**src/rtl/jtdd_adpcm_ctrl.sv**
```systemverilog
// ADPCM sample sequencer for one MSM5205 voice: fetches ROM bytes page by page and feeds nibbles on vclk.
// Optional underrun counter enabled by defining JTDD_ADPCM_UNDERRUN_EN.
module jtdd_adpcm_ctrl #(
    parameter int AW = 16
) (
    input  logic          clk,
    input  logic          rst,
    input  logic          cpu_cen,
    input  logic          cpu_wr,
    input  logic [1:0]    cpu_addr,
    input  logic [7:0]    cpu_din,
    input  logic          sample_cen,
    output logic          rom_cs,
    output logic [AW-1:0] rom_addr,
    input  logic [7:0]    rom_data,
    input  logic          rom_ok,
    output logic [3:0]    adpcm_din,
    output logic          adpcm_rst,
    output logic          busy,
    output logic [7:0]    underruns
);

    // state | meaning
    // IDLE  | not playing, decoder held in reset, strobes ignored
    // REQ   | ROM request pending for addr
    // HI    | byte held, high nibble goes out on next strobe
    // LO    | low nibble goes out on next strobe, then next byte or stop
    typedef enum logic [1:0] {IDLE, REQ, HI, LO} state_t;

    localparam int OW = AW - 8;

    state_t        st;
    logic [7:0]    start_pg;
    logic [7:0]    end_pg;
    logic [7:0]    byte_r;
    logic [AW-1:0] addr;
    logic [AW-1:0] stop_addr;
    logic          ok_mask;

    logic          wr_en;
    logic          play_wr;
    logic          stop_wr;
    logic          strobe;

    assign wr_en   = cpu_cen & cpu_wr;
    assign play_wr = wr_en && (cpu_addr == 2'd0);
    assign stop_wr = wr_en && (cpu_addr == 2'd1);
    // any CPU write in the same cycle swallows the decoder strobe
    assign strobe  = sample_cen & ~wr_en;

    always_ff @(posedge clk) begin
        if (rst) begin
            st        <= IDLE;
            start_pg  <= 8'd0;
            end_pg    <= 8'd0;
            byte_r    <= 8'd0;
            addr      <= '0;
            stop_addr <= '0;
            ok_mask   <= 1'b0;
            rom_cs    <= 1'b0;
            rom_addr  <= '0;
            adpcm_din <= 4'd0;
            adpcm_rst <= 1'b1;
            busy      <= 1'b0;
        end else begin
            if (wr_en && cpu_addr == 2'd2) start_pg <= cpu_din;
            if (wr_en && cpu_addr == 2'd3) end_pg   <= cpu_din;

            if (play_wr) begin
                // end address is latched so page writes during playback do not disturb it
                addr      <= {start_pg, {OW{1'b0}}};
                rom_addr  <= {start_pg, {OW{1'b0}}};
                stop_addr <= {end_pg, {OW{1'b1}}};
                rom_cs    <= 1'b1;
                ok_mask   <= 1'b1;
                busy      <= 1'b1;
                adpcm_rst <= 1'b0;
                st        <= REQ;
            end else if (stop_wr) begin
                rom_cs    <= 1'b0;
                busy      <= 1'b0;
                adpcm_rst <= 1'b1;
                st        <= IDLE;
            end else begin
                case (st)
                    IDLE: ;
                    REQ: begin
                        // ok may still refer to the previous address during the first cycle
                        ok_mask <= 1'b0;
                        if (rom_ok && !ok_mask) begin
                            byte_r <= rom_data;
                            rom_cs <= 1'b0;
                            st     <= HI;
                        end
                    end
                    HI: begin
                        if (strobe) begin
                            adpcm_din <= byte_r[7:4];
                            st        <= LO;
                        end
                    end
                    LO: begin
                        if (strobe) begin
                            adpcm_din <= byte_r[3:0];
                            if (addr == stop_addr) begin
                                busy      <= 1'b0;
                                adpcm_rst <= 1'b1;
                                st        <= IDLE;
                            end else begin
                                addr     <= addr + AW'(1);
                                rom_addr <= addr + AW'(1);
                                rom_cs   <= 1'b1;
                                ok_mask  <= 1'b1;
                                st       <= REQ;
                            end
                        end
                    end
                    default: st <= IDLE;
                endcase
            end
        end
    end

`ifdef JTDD_ADPCM_UNDERRUN_EN
    always_ff @(posedge clk) begin
        if (rst || play_wr) begin
            underruns <= 8'd0;
        end else if (st == REQ && strobe && underruns != 8'hFF) begin
            underruns <= underruns + 8'd1;
        end
    end
`else
    assign underruns = 8'd0;
`endif

endmodule

```
**config.mk**
```make
export PLATFORM = sky130hd
export DESIGN_NAME = jtdd_adpcm_ctrl
export DESIGN_NICKNAME = d
export VERILOG_FILES = /design/src/rtl/jtdd_adpcm_ctrl.sv
export SDC_FILE = /design/constraint.sdc
export NUM_CORES = 1
export LEC_CHECK = 0
export CORE_MARGIN = 2
export CORE_UTILIZATION = 51
export CTS_CLUSTER_SIZE = 16
export DETAILED_ROUTE_END_ITERATION = 10
export HOLD_SLACK_MARGIN = 0.02
export PLACE_DENSITY = 0.82
export SYNTH_ARGS = -nofsm -noshare
export SYNTH_HDL_FRONTEND = slang
export SYNTH_SLANG_ARGS = --single-unit
```
**constraint.sdc**
```tcl
create_clock -name clk -period 2.31 [get_ports clk]
set_input_delay 0.3465 -clock clk [delete_from_list [all_inputs] [get_ports clk]]
set_output_delay 0.3465 -clock clk [all_outputs]
set_load 0.005 [all_outputs]
```
**Word-level counts from Yosys, hierarchy flattened**

Index checks and enable logic that the tools add are counted.

- Register bits: 66
- Output and inout port bits: 31

- Add/subtract/negate cells: 1
- Equality and inequality tests: 18
- Mux-type cells: 34
- Bitwise operators: 6
- Reductions and logical operators: 28

Operators with widths:

| operator | number |
|---|---|
| two-way mux 16 bit | 5 |
| AND reduction 4 bit | 7 |
| two-way mux 1 bit | 20 |
| adder 16 x 1 -> 16 bit (second input constant) | 1 |
| == test 16 bit | 1 |
| inequality test 4 bit (second input constant) | 4 |
| nonzero test 3 bit | 5 |
| inequality test 2 bit (second input constant) | 5 |
| == test 2 bit (second input constant) | 4 |
| two-way mux 4 bit | 2 |
| one-hot mux 4 bit (2 select lines) | 1 |
| two-way mux 2 bit | 3 |
| inequality test 3 bit (second input constant) | 2 |
| one-hot mux 2 bit (3 select lines) | 1 |
| nonzero test 2 bit | 3 |
| logical AND 1 bit | 5 |
| AND reduction 5 bit | 1 |
| nonzero test 5 bit | 1 |
| == test 2 x 1 -> 1 bit (second input constant) | 2 |
| inverter 1 bit | 4 |
| one-hot mux 1 bit (2 select lines) | 2 |
| nonzero test 4 bit | 1 |
| AND reduction 3 bit | 1 |
| OR reduction 3 bit | 1 |
| other kinds (4) | 5 |

**Longest topological paths before layout**

Gate-level depths: netlist (run 1).

- Depth after elaboration: 7
- Depth in mapped cells: 7

**Worst setup path before layout (run 1)**

OpenSTA, ideal clock, no wires.

- Kind: flip-flop to flip-flop
- Start: reg addr[2]
- End: reg rom_cs
- Setup time: 0.122 ns
- Arrival time: 1.769 ns
- Data required time: 2.188 ns
- Setup slack: 0.419 ns
- Cell stages (with the launch flop): 7
- Period minus slack after synthesis: 1.891 ns
- Cell sequence: dfxtp_1 -> nand4_4 -> or3_1 -> a211oi_2 -> buf_4 -> a21oi_1 -> o311a_1

- Longest elaborated chain between the ends: 3

Ends and longest elaborated chain:

| element | RTL line | RTL |
|---|---|---|
| start: declaration | 36 | `logic [AW-1:0] addr;` |
| start signal: assignment | 71 | `addr <= {start_pg, {OW{1'b0}}};` |
| start signal: assignment | 110 | `addr <= addr + AW'(1);` |
| == test 16 bit | 105 | `if (addr == stop_addr) begin` |
| inequality test 4 bit (no source line) | n/a |  |
| AND reduction 4 bit (no source line) | n/a |  |
| end signal: assignment | 80 | `rom_cs <= 1'b0;` |
| end signal: assignment | 92 | `rom_cs <= 1'b0;` |
| end signal: assignment | 112 | `rom_cs <= 1'b1;` |
| end: declaration | 13 | `output logic rom_cs,` |

Every way passes these cells.
A chain may end at the register's enable or synchronous reset.

**Worst setup path in the final report (run 1)**

- Start: reg addr[3]
- End: reg rom_cs

Same word-level chain as after synthesis.

==> results.yml, run 1 <==
setup_path:
  crit_buf_inv: 1
  required_ns: 2.54
  path_cells: "nand4_4, or3_1, a211oi_2, buf_12, a21oi_1, o311a_1"
  critPathSlowestCell: "dfxtp_1"
  r2r-end: "rom_cs"
  r2r_setup_slack_ns: 0.21
  rr_startpoint: "addr[3]"
  crit_fanout: 16
  max_stage_delay_ns: 0.48
  r2r_cells: 6
  arrival_ns: 2.33
  path_delay_family: "compound AO/OA/AOI/OAI gates"
  end_kind: "register"
  startpoint: "addr[3]"
  worst_setup_path_start_kind: "register"
  critPathKind: "register to register"
  path_depth: 6
  endpoint: "rom_cs"
timing:
  setup_violations: 0
  finalMaxSlewViolations: 0
  fmax_mhz: 476.9
  finClkSkew_ns: 0.005893
  fin_crit_ns: 2.097
  maxSlewHeadroom: 0.4708
  rsz0062_at_grt: "false"
  hold_violations: 0
  fin_crit_sh: 0.9077
  worst_slew_pin_slew_ns: 0.7937
clocking:
  worstSkewPairLatency_ns: 0.34
  holdBufCountCts: 0
  cts_tree: "built"
  cts_made_buffers: 9
  clock_path_buffers: 2
  cts_sinks: 59
  cts.clk_slew.worst_paths_ns: 0.06
  htreeDepth: 3
  cts_resized: 0
  root_buffer: "clkbuf_8"
  post_cts_buffers: 0
route:
  via_count: 2680
  drt_first_pass_iters: 4
  route.detailed.drc: 0
  ant_nets: 0
  wl_um: 6987
  detail_route.iter0.violations: 316
  via_per_inst: 5.714
  wire_per_inst_um: 14.90
die:
  die_w_um: 78.03
  die_h_um: 78.03
  ios: 55
  core_area_sq_um: 5205
  die_area_sq_um: 6089
  rows: 26
  start_util: 0.5370
logic_synthesis:
  synthCells: 344
  syn_avg_cell_area_sq_um: 8.126
  syn_area_sq_um: 2795
  yosysWarningCount: 0
  yosys_register_bits: 59
  synthDistinctLibCells: 45
  synth_edf_count: 0
  seq_area_frac_synth: 0.4226
  ys.flop_type: "dfxtp_1"
  async_flop_share: 0
global_route:
  grt_overflow: 0
  grt_pass1_vias: 2506
  met3_usage: 0.04023
  grt_max_degree: 44
  grt_pass1_wl_um: 11650
  grt_antenna_before_repair: 0
  grt-busiest-layer: "met2"
  grt_usage: 0.2402
  grt_use_met1: 0.3194
  grt_use_met2: 0.3810
power:
  max-vdd-ir-drop_uv: 521.9
  total_power_mw: 2.094
  power_density_nw_per_um2: 591.1
  leakage_nw: 1.253
final_layout:
  fill_cells: 433
  multi_input_area_sq_um: 1480
  seqCellArea_sq_um: 1181
  final_common_cell: "nand2_1"
  antenna_cells: 0
  drive_gt1_frac: 0.09524
  syn2layout_area_growth_pct: 26.77
  finalInstanceArea_sq_um: 3543
  nets: 419
  final_cell_mix: "nand2_1, dfxtp_1, clkdlybuf4s50_1"
worst_hold_path:
  min_path_cells: 2
  hold_class: "register to register"
placement:
  gp_congestion: 0.8951
  placed_area_sq_um: 3352
  dp_hpwl_um: 4986
  port_buffers: 46
job:
  maxCapViolCount: 0
run_status:
  status: "complete, no violations"
[final cells by class]
cell class,count,area share
Sequential cell,59,0.3333
Clock buffer,15,0.05261
Tap cell,70,0.02472
Clock inverter,1,0.001412
Timing Repair Buffer,60,0.1617
Multi-Input combinational cell,256,0.4177
Inverter,8,0.008475
[stage by stage]
stage | setup slack [ns] | hold WS [ns] | setup TNS, ns | utilization | std cells
final | 0.2132 | 0.4578 | 0 | 0.6808 | 469
after global routing | 0.1170 | 0.4835 | 0 | 0.6808 | 469
after CTS | 0.2161 | 0.4562 | 0 | 0.6808 | 469
after detailed placement | -0.009091 | 0.4476 | -0.009091 | 0.6440 | 453
after global placement | 0.09779 | 0.4423 | 0 | 0.6440 | 453
after floorplan | 0.4189 | 0.4321 | 0 | - | 351
[sequential cells by signal (all words and copies together) (netlist names)]
| signal | flops |
|---|---|
| stop_addr | 9 |
| addr | 8 |
| byte_r | 8 |
| end_pg | 8 |
| rom_addr | 8 |
| start_pg | 8 |
| adpcm_din | 4 |
| st | 2 |
| adpcm_rst | 1 |
| busy | 1 |
| ok_mask | 1 |
| rom_cs | 1 |
[cell usage after synthesis (all sizes together), types with 2 or more instances]
cell type  count  share of area
o31ai          3         0.0081
and4           2         0.0081
nand2         73          0.098
nand3         19          0.034
dfxtp         59           0.42
a211oi         2         0.0072
xnor2         12          0.038
nand4          6          0.019
nor4b          2         0.0063
or3            6          0.013
or4            3         0.0081
o41ai          2         0.0063
o31a           2         0.0063
nor4           8          0.018
a311oi         8          0.030
o21ai          3         0.0054
nor2          23          0.031
clkbuf        15          0.020
buf           13          0.032
nor3           2         0.0036
a21oi         34          0.061
o21bai         2         0.0054
and3           3         0.0067
or2            2         0.0045
o211ai         4          0.011
mux2i         11          0.039
inv            8          0.011
a31oi          5          0.011
a211o          2         0.0063
[worst min path at each step]
stage | from | endpoint | slack (ns)
5_1_grt | end_pg[1] | stop_addr[9] | 0.48
3_5_place_dp | end_pg[2] | end_pg[2] | 0.45
4_1_cts | end_pg[2] | end_pg[2] | 0.46
3_3_place_gp | end_pg[4] | stop_addr[12] | 0.44
2_1_floorplan | end_pg[2] | stop_addr[10] | 0.43
6_report | end_pg[1] | end_pg[1] | 0.46
[tightest hold or removal path, delay by kind of cell, from the launching register on]
kind,cells,cell delay [ns]
flip-flops,1,0.31
AND/OR/NAND/NOR,1,0.05
AO/OA/AOI/OAI,1,0.05
[power by group]
group	switching (mW)	internal, mW
clock network	0.393	0.506
logic	0.0830	0.0758
registers	0.00821	1.03
total	0.484	1.61
[cell families after synthesis]
kind of cell | after synthesis | share of synthesized area
fa+ha+maj | 1 | 0.004476
buf+inv | 36 | 0.06266
flops | 59 | 0.4226
other cells | 1 | 0.001342
mux | 11 | 0.03939
xor+xnor | 13 | 0.04073
simple gates | 152 | 0.2583
compound gates | 71 | 0.1705
[layer usage]
layer / vias up / part of all wire
li1: 1309 / -
met1: 1259 / 0.44
met2: 99 / 0.48
met3: 13 / 0.059
met4: 0 / 0.021
met5: - / 0
(Power assumes the default switching activity.)
==> run 2, diff against run 1 <==
--- a/config.mk
+++ b/config.mk
@@ -7,2 +7,3 @@
 export LEC_CHECK = 0
+export ABC_CLOCK_PERIOD_IN_PS = 2310
 export CORE_MARGIN = 2
==> constraint.sdc (replaced) <==
create_clock -name clk -period 2.31 [get_ports clk]
set_input_delay 0.462 -clock clk [delete_from_list [all_inputs] [get_ports clk]]
set_output_delay 0.462 -clock clk [all_outputs]
set_load 0.005 [all_outputs]
==> run 2 against run 1 <==
Cell count increased by 1.1%. Worst hold slack improved by 0.0020 ns. Sequential cell count unchanged. Total power increased by 15%. Wire length decreased by 1.9%. Design area increased by 3.0%. Via count decreased by 0.11%. Critical endpoint unchanged. Die area unchanged.
==> results.yml, run 2 (synthesis gave the netlist of run 1 again) <==
final_layout:
  final_cell_mix: "nand2_1, dfxtp_1, clkdlybuf4s50_1"
  fin_cells: 474
  antenna_cells: 0
  largest_reg_flops: 9
  drive_gt1_frac: 0.1114
  final_common_cell: "nand2_1"
  syn2layout_area_growth_pct: 30.57
  regMostFlops: "stop_addr"
  nets: 424
timing:
  worst_slew_pin_slew_ns: 0.5192
  fin_crit_ns: 2.079
  fin_tns_setup_ns: 0
  fmax_mhz: 481.1
  rsz0062_at_grt: "false"
  finalMaxSlewViolations: 0
  setup_violations: 0
  maxSlewHeadroom: 0.6526
  fin_crit_sh: 0.8999
  finClkSkew_ns: 0.007677
  hold_violations: 0
clocking:
  clock_path_buffers: 2
  post_cts_buffers: 0
  worstSkewPairLatency_ns: 0.34
  cts_tree: "built"
  htreeDepth: 3
  cts.clk_slew.worst_paths_ns: 0.07
  root_buffer: "clkbuf_8"
  cts_resized: 0
  cts_sinks: 59
  cts_made_buffers: 9
  holdBufCountCts: 0
setup_path:
  arrival_ns: 2.30
  r2r-end: "rom_cs"
  worst_setup_path_start_kind: "register"
  r2r_cells: 6
  crit_fanout: 16
  rr_startpoint: "addr[6]"
  path_delay_family: "simple AND/OR/NAND/NOR gates"
  path_cells: "nand4_4, or3_1, a211oi_2, buf_4, a21oi_1, o311a_1"
  max_stage_delay_ns: 0.48
  critPathKind: "register to register"
  required_ns: 2.54
  r2r_setup_slack_ns: 0.23
  critPathSlowestCell: "dfxtp_1"
  end_kind: "register"
  crit_buf_inv: 1
route:
  via_count: 2677
  wire_per_inst_um: 14.47
  via_per_inst: 5.648
  drt_first_pass_iters: 5
  route.detailed.drc: 0
  wl_um: 6857
  ant_nets: 0
  detail_route.iter0.violations: 228
worst_hold_path:
  min_path_cells: 2
  hold_start: "end_pg[2]"
  hold_class: "register to register"
  whs_endpoint: "end_pg[2]"
power:
  max-vdd-ir-drop_uv: 451.6
  leakage_nw: 1.312
  power_density_nw_per_um2: 657.1
run_status:
  status: "complete, no violations"
die:
  die_w_um: 78.03
  die_area_sq_um: 6089
  start_util: 0.5370
  die_h_um: 78.03
  core_area_sq_um: 5205
  ios: 55
  rows: 26
global_route:
  grt_use_met2: 0.3991
  grt_usage: 0.2426
  grt_max_degree: 29
  grt_antenna_before_repair: 0
  grt_pass1_vias: 2560
  grt_overflow: 0
  grt_pass1_wl_um: 11740
  grt_use_met1: 0.3074
  met3_usage: 0.04828
  grt-busiest-layer: "met2"
placement:
  gp_congestion: 0.8955
  dpl.cell_count: 458
  port_buffers: 46
  dp_hpwl_um: 4934
job:
  maxCapViolCount: 0
==> run 2: cell count changes in the layout (fill, tap and decap cells not counted) <==
cell	delta
clkbuf_1	-2
clkbuf_8	-1
bufinv_16	+3
buf_4	+5
==> run 2: tightest hold or removal path, stage by stage (launching register included) <==
cell and delay, ns:
dfxtp_1 0.31, nand2_1 0.05, a21oi_1 0.05
==> run 2: power by group <==
part	switching, mW	total (mW)	leakage, nW	internal (mW)
clock	0.404	1.21	0.133	0.803
sequential	0.00777	1.04	0.476	1.03
combinational	0.0805	0.155	0.704	0.0746
total	0.492	2.40	1.31	1.91
==> run 2: layout make-up <==
type / instances / area, sq um
inverters: 8 / 30.03
fillers: 418 / 1555
well taps: 70 / 87.58
multi-input cells: 256 / 1480
clock inverters: 4 / 95.09
repair buffers: 65 / 610.6
clock buffers: 12 / 165.2
flip-flops and latches: 59 / 1181
==> run 2: stage by stage <==
stage | cell area [sq um] | utilization | worst slack, ns | total power [mW] | hold slack [ns]
after floorplan | 2821 | - | 0.4189 | 1.143 | 0.4321
after global placement | 3390 | 0.6512 | 0.1287 | 1.209 | 0.4457
after detailed placement | 3390 | 0.6512 | 0.08295 | 1.213 | 0.4484
after CTS | 3650 | 0.7012 | 0.2358 | 2.419 | 0.4586
after global routing | 3650 | 0.7012 | 0.09864 | 2.479 | 0.4841
final | 3650 | 0.7012 | 0.2313 | 2.398 | 0.4598
==> run 2: worst max-delay path by stage <==
stage / to / cells past startpoint / start
3_5_place_dp: addr[4] / 7 / cpu_wr
3_3_place_gp: addr[3] / 7 / cpu_cen
6_report: rom_cs / 6 / addr[6]
2_1_floorplan: rom_cs / 6 / addr[2]
4_1_cts: rom_cs / 6 / addr[6]
5_1_grt: rom_cs / 6 / addr[6]
==> run 2: routing by layer <==
metal  vias to the layer above  wire length, um
met2                        88             3315
met1                      1262             3016
met3                        14              376
met4                         0              149
li1                       1313                -
met5                         -                0
==> RTL change 1 (settings of run 1) <==
Re-encode `state_t` (4 states) as one-hot, 4 bits wide.
--- a/src/rtl/jtdd_adpcm_ctrl.sv
+++ b/src/rtl/jtdd_adpcm_ctrl.sv
@@ -27,3 +27,3 @@
     // LO    | low nibble goes out on next strobe, then next byte or stop
-    typedef enum logic [1:0] {IDLE, REQ, HI, LO} state_t;
+    typedef enum logic [3:0] {IDLE = 4'b0001, REQ = 4'b0010, HI = 4'b0100, LO = 4'b1000} state_t;
 
Function: same outputs for any inputs over 4 cycles, from zero or initial values and one cycle with rst high; so few cycles prove little.
==> RTL change 1 against run 1 <==
  * Largest power group is now the clock network
  * Wire length grew 4.5%
  * Total power grew 12%
  * Sequential cell count grew 2
  * Die area grew 4.2%
  * Via count grew 7.0%
  * Worst setup slack gained 0.096 ns
  * Cell area grew 5.7%
  * Area after synthesis grew 4.5%
==> RTL change 1: results (changes against run 1) <==
* Synth top area cells: dfxtp_1 (42%), nand2_1 (9.9%), a21oi_1 (6.3%), mux2i_1 (5.1%), nor2_1 (3.9%)
* Synth Area in XOR/XNOR at 2.999% (-1.1 points)
* R2r worst-path depth at 5 (-1)
* Reg-to-reg slack, setup at 0.31 ns (+0.10 ns)
* Clk_skew at 0.01020 ns (+0.004308 ns)
* GRT Total Usage at 23.94% (-0.086 points)
* Dpl hpwl at 5145 um (+3.2%)
* Maximum clock path buffer count at 2 (unchanged)
* Switching share of power at 22.57% (-0.52 points)
* CP top delay family: simple AND/OR/NAND/NOR gates
* Vias in the first global route at 2,530 (+0.96%)
* Hold Slack at 0.4555 ns (-0.002328 ns)
* GPL Wtd Cong at 0.8956 (about the same)
* DRT iter0 DRCs at 280 (-11%)
* First-pass GRT wire length at 11,760 um (+1.0%)
* Slowest cell on crit path: or4b_2
* P_leak at 1.348 nW (+7.5%)
* Pin count of the biggest net entering global routing at 48 (+9.1%)
* Hold_sp: end_pg[7]$_SDFFE_PP0P_
* Worst Path Arrival at 2.23 ns (-0.10 ns)
* Drt pass-1 iters at 6 (+2)
* Share of the yosys chip area belonging to registers at 41.82% (-0.44 points)
* Post-layout nets at 444 (+6.0%)
* Dpl cells at 480 (+6.0%)
* Cells after Synth at 364 (+5.8%)
* Seq pwr at 1.08 mW (+4%)
* Wire length per cell at 14.72 um (-1.2%)
* CP Max Fanout at 8 (-8)
* Crit path from: st[1]$_SDFFE_PP0P_
* Distinct cells, synth at 49 (+8.9%)
* VDD IR-drop max at 579.8 uV (+11%)
* Drt total wl at 7299 um (+4.5%)
* Post-synthesis mux area share at 5.141% (+1.2 points)
* Port buffer count at 46 (unchanged)
* Via/cell ratio at 5.782 (+1.2%)
* Synth Area in Adders at 0.4284% (-0.019 points)
* # fillers at 446 (+3.0%)
* Status: completed
* Post-synth top cells: nand2_1 (77), dfxtp_1 (61), a21oi_1 (37)
* Layout cell share with drive strength beyond 1 at 8.726% (-0.80 points)
* Crit path to: byte_r[1]$_SDFFE_PP0P_
* Hold EP: stop_addr[15]$_SDFFE_PP0P_
* Critical Path Max Stage Delay at 0.68 ns (+0.20 ns)
* Post-CTS setup repair buffer count at 0 (unchanged)
* Compound-Gate Fraction of Synth Area at 16.11% (-0.94 points)
* Clk_lat worst skew at 0.34 ns (about the same)
RTL change 1: layer usage:
metal  vias to the layer above  wire length (um)  GRT usage, %
li1                       1389                 -             -
met1                      1359              3157         30.68
met2                        98              3538         38.57
met3                        22               444         7.692
met4                         0               158         6.897
met5                         -                 0             0
RTL change 1: stage by stage:
stage / power (mW) / utilization [%] / area [um^2] / setup slack (ns)
6_report: 2.352 / 68.03 / 3746 / 0.3089
5_1_grt: 2.430 / 68.03 / 3746 / 0.1803
4_1_cts: 2.358 / 68.03 / 3746 / 0.3326
3_5_place_dp: 1.280 / 63.78 / 3512 / 0.2086
3_3_place_gp: 1.276 / 63.78 / 3512 / 0.2748
2_1_floorplan: 1.195 / - / 2947 / 0.4487
RTL change 1: final cells by class:
cell class	count	share of cell area [%]
clock buffers	11	4.041
clock inverters	5	2.204
inverters	4	0.4008
multi-input cells	281	42.18
flip-flops and latches	61	32.60
well taps	72	2.405
repair buffers	62	16.17
==> RTL change 2 (config.mk and constraints of run 1) <==
Without the edit above. Set the parameter `AW` to 17 (it was 16).
--- a/src/rtl/jtdd_adpcm_ctrl.sv
+++ b/src/rtl/jtdd_adpcm_ctrl.sv
@@ -3,3 +3,3 @@
 module jtdd_adpcm_ctrl #(
-    parameter int AW = 16
+    parameter int AW = 17
 ) (
Ports: changed (resized rom_addr); port bits go from 55 to 56. The function was not compared with the original's and may differ.
==> RTL change 2 against run 1 <==
  * Count of clock-buffer cells in the layout fell by 5
  * Cell area unchanged
  * Fmax fell by 1.3%
  * Sequential cell count grew 1
  * Total power increased by 3.4%
  * Global-route usage down 0.35 points
  * Area after synthesis increased by 0.40%
  * Largest cell class unchanged
  * Utilization is 2.5 points lower
  * Worst hold slack lost 0.078 ns
  * Critical path depth up 1
  * Final cell count down 0.21%
  * Wire length is 1.1% lower
  * Worst setup slack worse by 0.028 ns
  * Critical endpoint is now rom_addr[9]$_SDFFE_PP0P_
  * Critical path type unchanged
==> RTL change 2: results (changes against run 1) <==
* Top cell type's share of synthesized area at 42.80% (+0.54 points)
* Status: completed
* Synth top area cells: dfxtp_1 (43%), nand2_1 (8.8%), a21oi_1 (5.5%), nor2_1 (4.3%), nand3_1 (3.4%)
* P_leak at 1.294 nW (+3.3%)
* Worst-path clk slew at 0.07 ns
* CP Max Fanout at 12 (-4)
* # fillers at 476 (+9.9%)
* DRT iter0 DRCs at 164 (-48%)
* Place WS at 0.2014 ns (+0.2105 ns)
* Layout cell share with drive strength beyond 1 at 9.596% (+0.072 points)
* Distinct cells, synth at 47 (+4.4%)
* First-pass GRT wire length at 11,380 um (-2.3%)
* Dpl hpwl at 4778 um (-4.2%)
* Share of the yosys chip area belonging to registers at 42.80% (+0.54 points)
* Post-synth top cells: nand2_1 (66), dfxtp_1 (60), nor2_1 (32)
* Drt pass-1 iters at 5 (+1)
* Wire length per cell at 14.76 um (-0.89%)
* GRT Total Usage at 23.68% (-0.35 points)
* Pin count of the biggest net entering global routing at 38 (-14%)
* Slew headroom at 61.29% (+14 points)
* GPL Wtd Cong at 0.8797 (-1.7%)
* Via count at 2,638 (-1.6%)
* VDD IR-drop max at 392.4 uV (-25%)
* Vias in the first global route at 2,374 (-5.3%)
* Clk_skew at 0.007143 ns (+0.001250 ns)
* Post-layout nets at 416 (-0.72%)
* Worst hold path type: in -> reg
* Placed inst area at 3327 um^2 (-0.75%)
* Port buffer count at 47 (+2.2%)
==> RTL change 2: changes by cell type after synthesis, moves of 4 or more <==
cell and delta:
inv_1 -7, a211oi_1 +5, nor2_1 +9, nand3b_1 +4, nor4_1 -7, nand2_1 -7
xnor2_1 -4, xor2_1 +8
==> RTL change 2: what timing repair did <==
item                                   4_1_cts  5_1_grt
endpoints found under the hold margin        0        0
setup endpoints to repair                    0        2
gates resized for setup                      0        0
buffers inserted                             0        2
==> RTL change 2: area by class of cell <==
| cell class | count | area [um^2] | share of cell area (%) |
|---|---|---|---|
| flip-flops and latches | 60 | 1201 | 33.90 |
| inverters | 1 | 3.754 | 0.1059 |
| multi-input cells | 259 | 1484 | 41.88 |
| repair buffers | 60 | 563.0 | 15.89 |
| clock buffers | 10 | 137.6 | 3.884 |
| well taps | 72 | 90.09 | 2.542 |
| clock inverters | 6 | 63.81 | 1.801 |
==> RTL change 2: through the flow <==
step | power, mW | cells
after global placement | 1.226 | 450
after floorplan | 1.166 | 348
final | 2.166 | 468
after CTS | 2.171 | 466
after global routing | 2.246 | 468
after detailed placement | 1.229 | 450
==> RTL change 2: kinds of logic after synthesis <==
logic type      after synthesis  synth area share (%)
buf+inv                      29                 5.261
simple gates                157                 26.44
xor+xnor                     17                 5.306
fa+ha+maj                     1                0.4458
flops                        60                 42.80
other cells                   1                0.1336
mux                           9                 3.210
compound gates               67                 16.41
==> RTL change 2: worst max-delay path, cell delays in order, from the launching register on <==
cell,delay (ns)
dfxtp_1,0.35
or4_4,0.55
nor4_4,0.28
a31o_2,0.23
a21oi_2,0.07
buf_4,0.19
a32oi_1,0.21
a31oi_1,0.10
==> RTL change 2: report_power, final <==
part	total, mW	switching, mW	leakage (nW)	internal (mW)
sequential	1.06	0.0129	0.485	1.05
clock	0.952	0.427	0.0983	0.524
combinational	0.153	0.0793	0.712	0.0735
==> RTL change 2: worst paths after layout <==
kind | end | from | cells past startpoint | slack (ns)
setup reg to reg | rom_addr[9]$_SDFFE_PP0P_ | addr[5]$_SDFFE_PP0P_ | 7 | 0.19
hold / removal | stop_addr[8]$_SDFFE_PP0P_ | rst | 2 | 0.38
hold reg to reg | stop_addr[12]$_SDFFE_PP0P_ | end_pg[3]$_SDFFE_PP0P_ | 2 | 0.45
setup / recovery | rom_addr[9]$_SDFFE_PP0P_ | addr[5]$_SDFFE_PP0P_ | 7 | 0.19
==> RTL change 2: metal layers <==
metal  GRT usage [%]  share of wire (%)  up-vias  wire length [um]
li1                -                  -     1282                 -
met1           31.42                 45     1244              3088
met2           37.50                 47      105              3260
met3           7.931                7.1        7               489
met4           5.439                1.0        0                72
met5               0                  0        -                 0
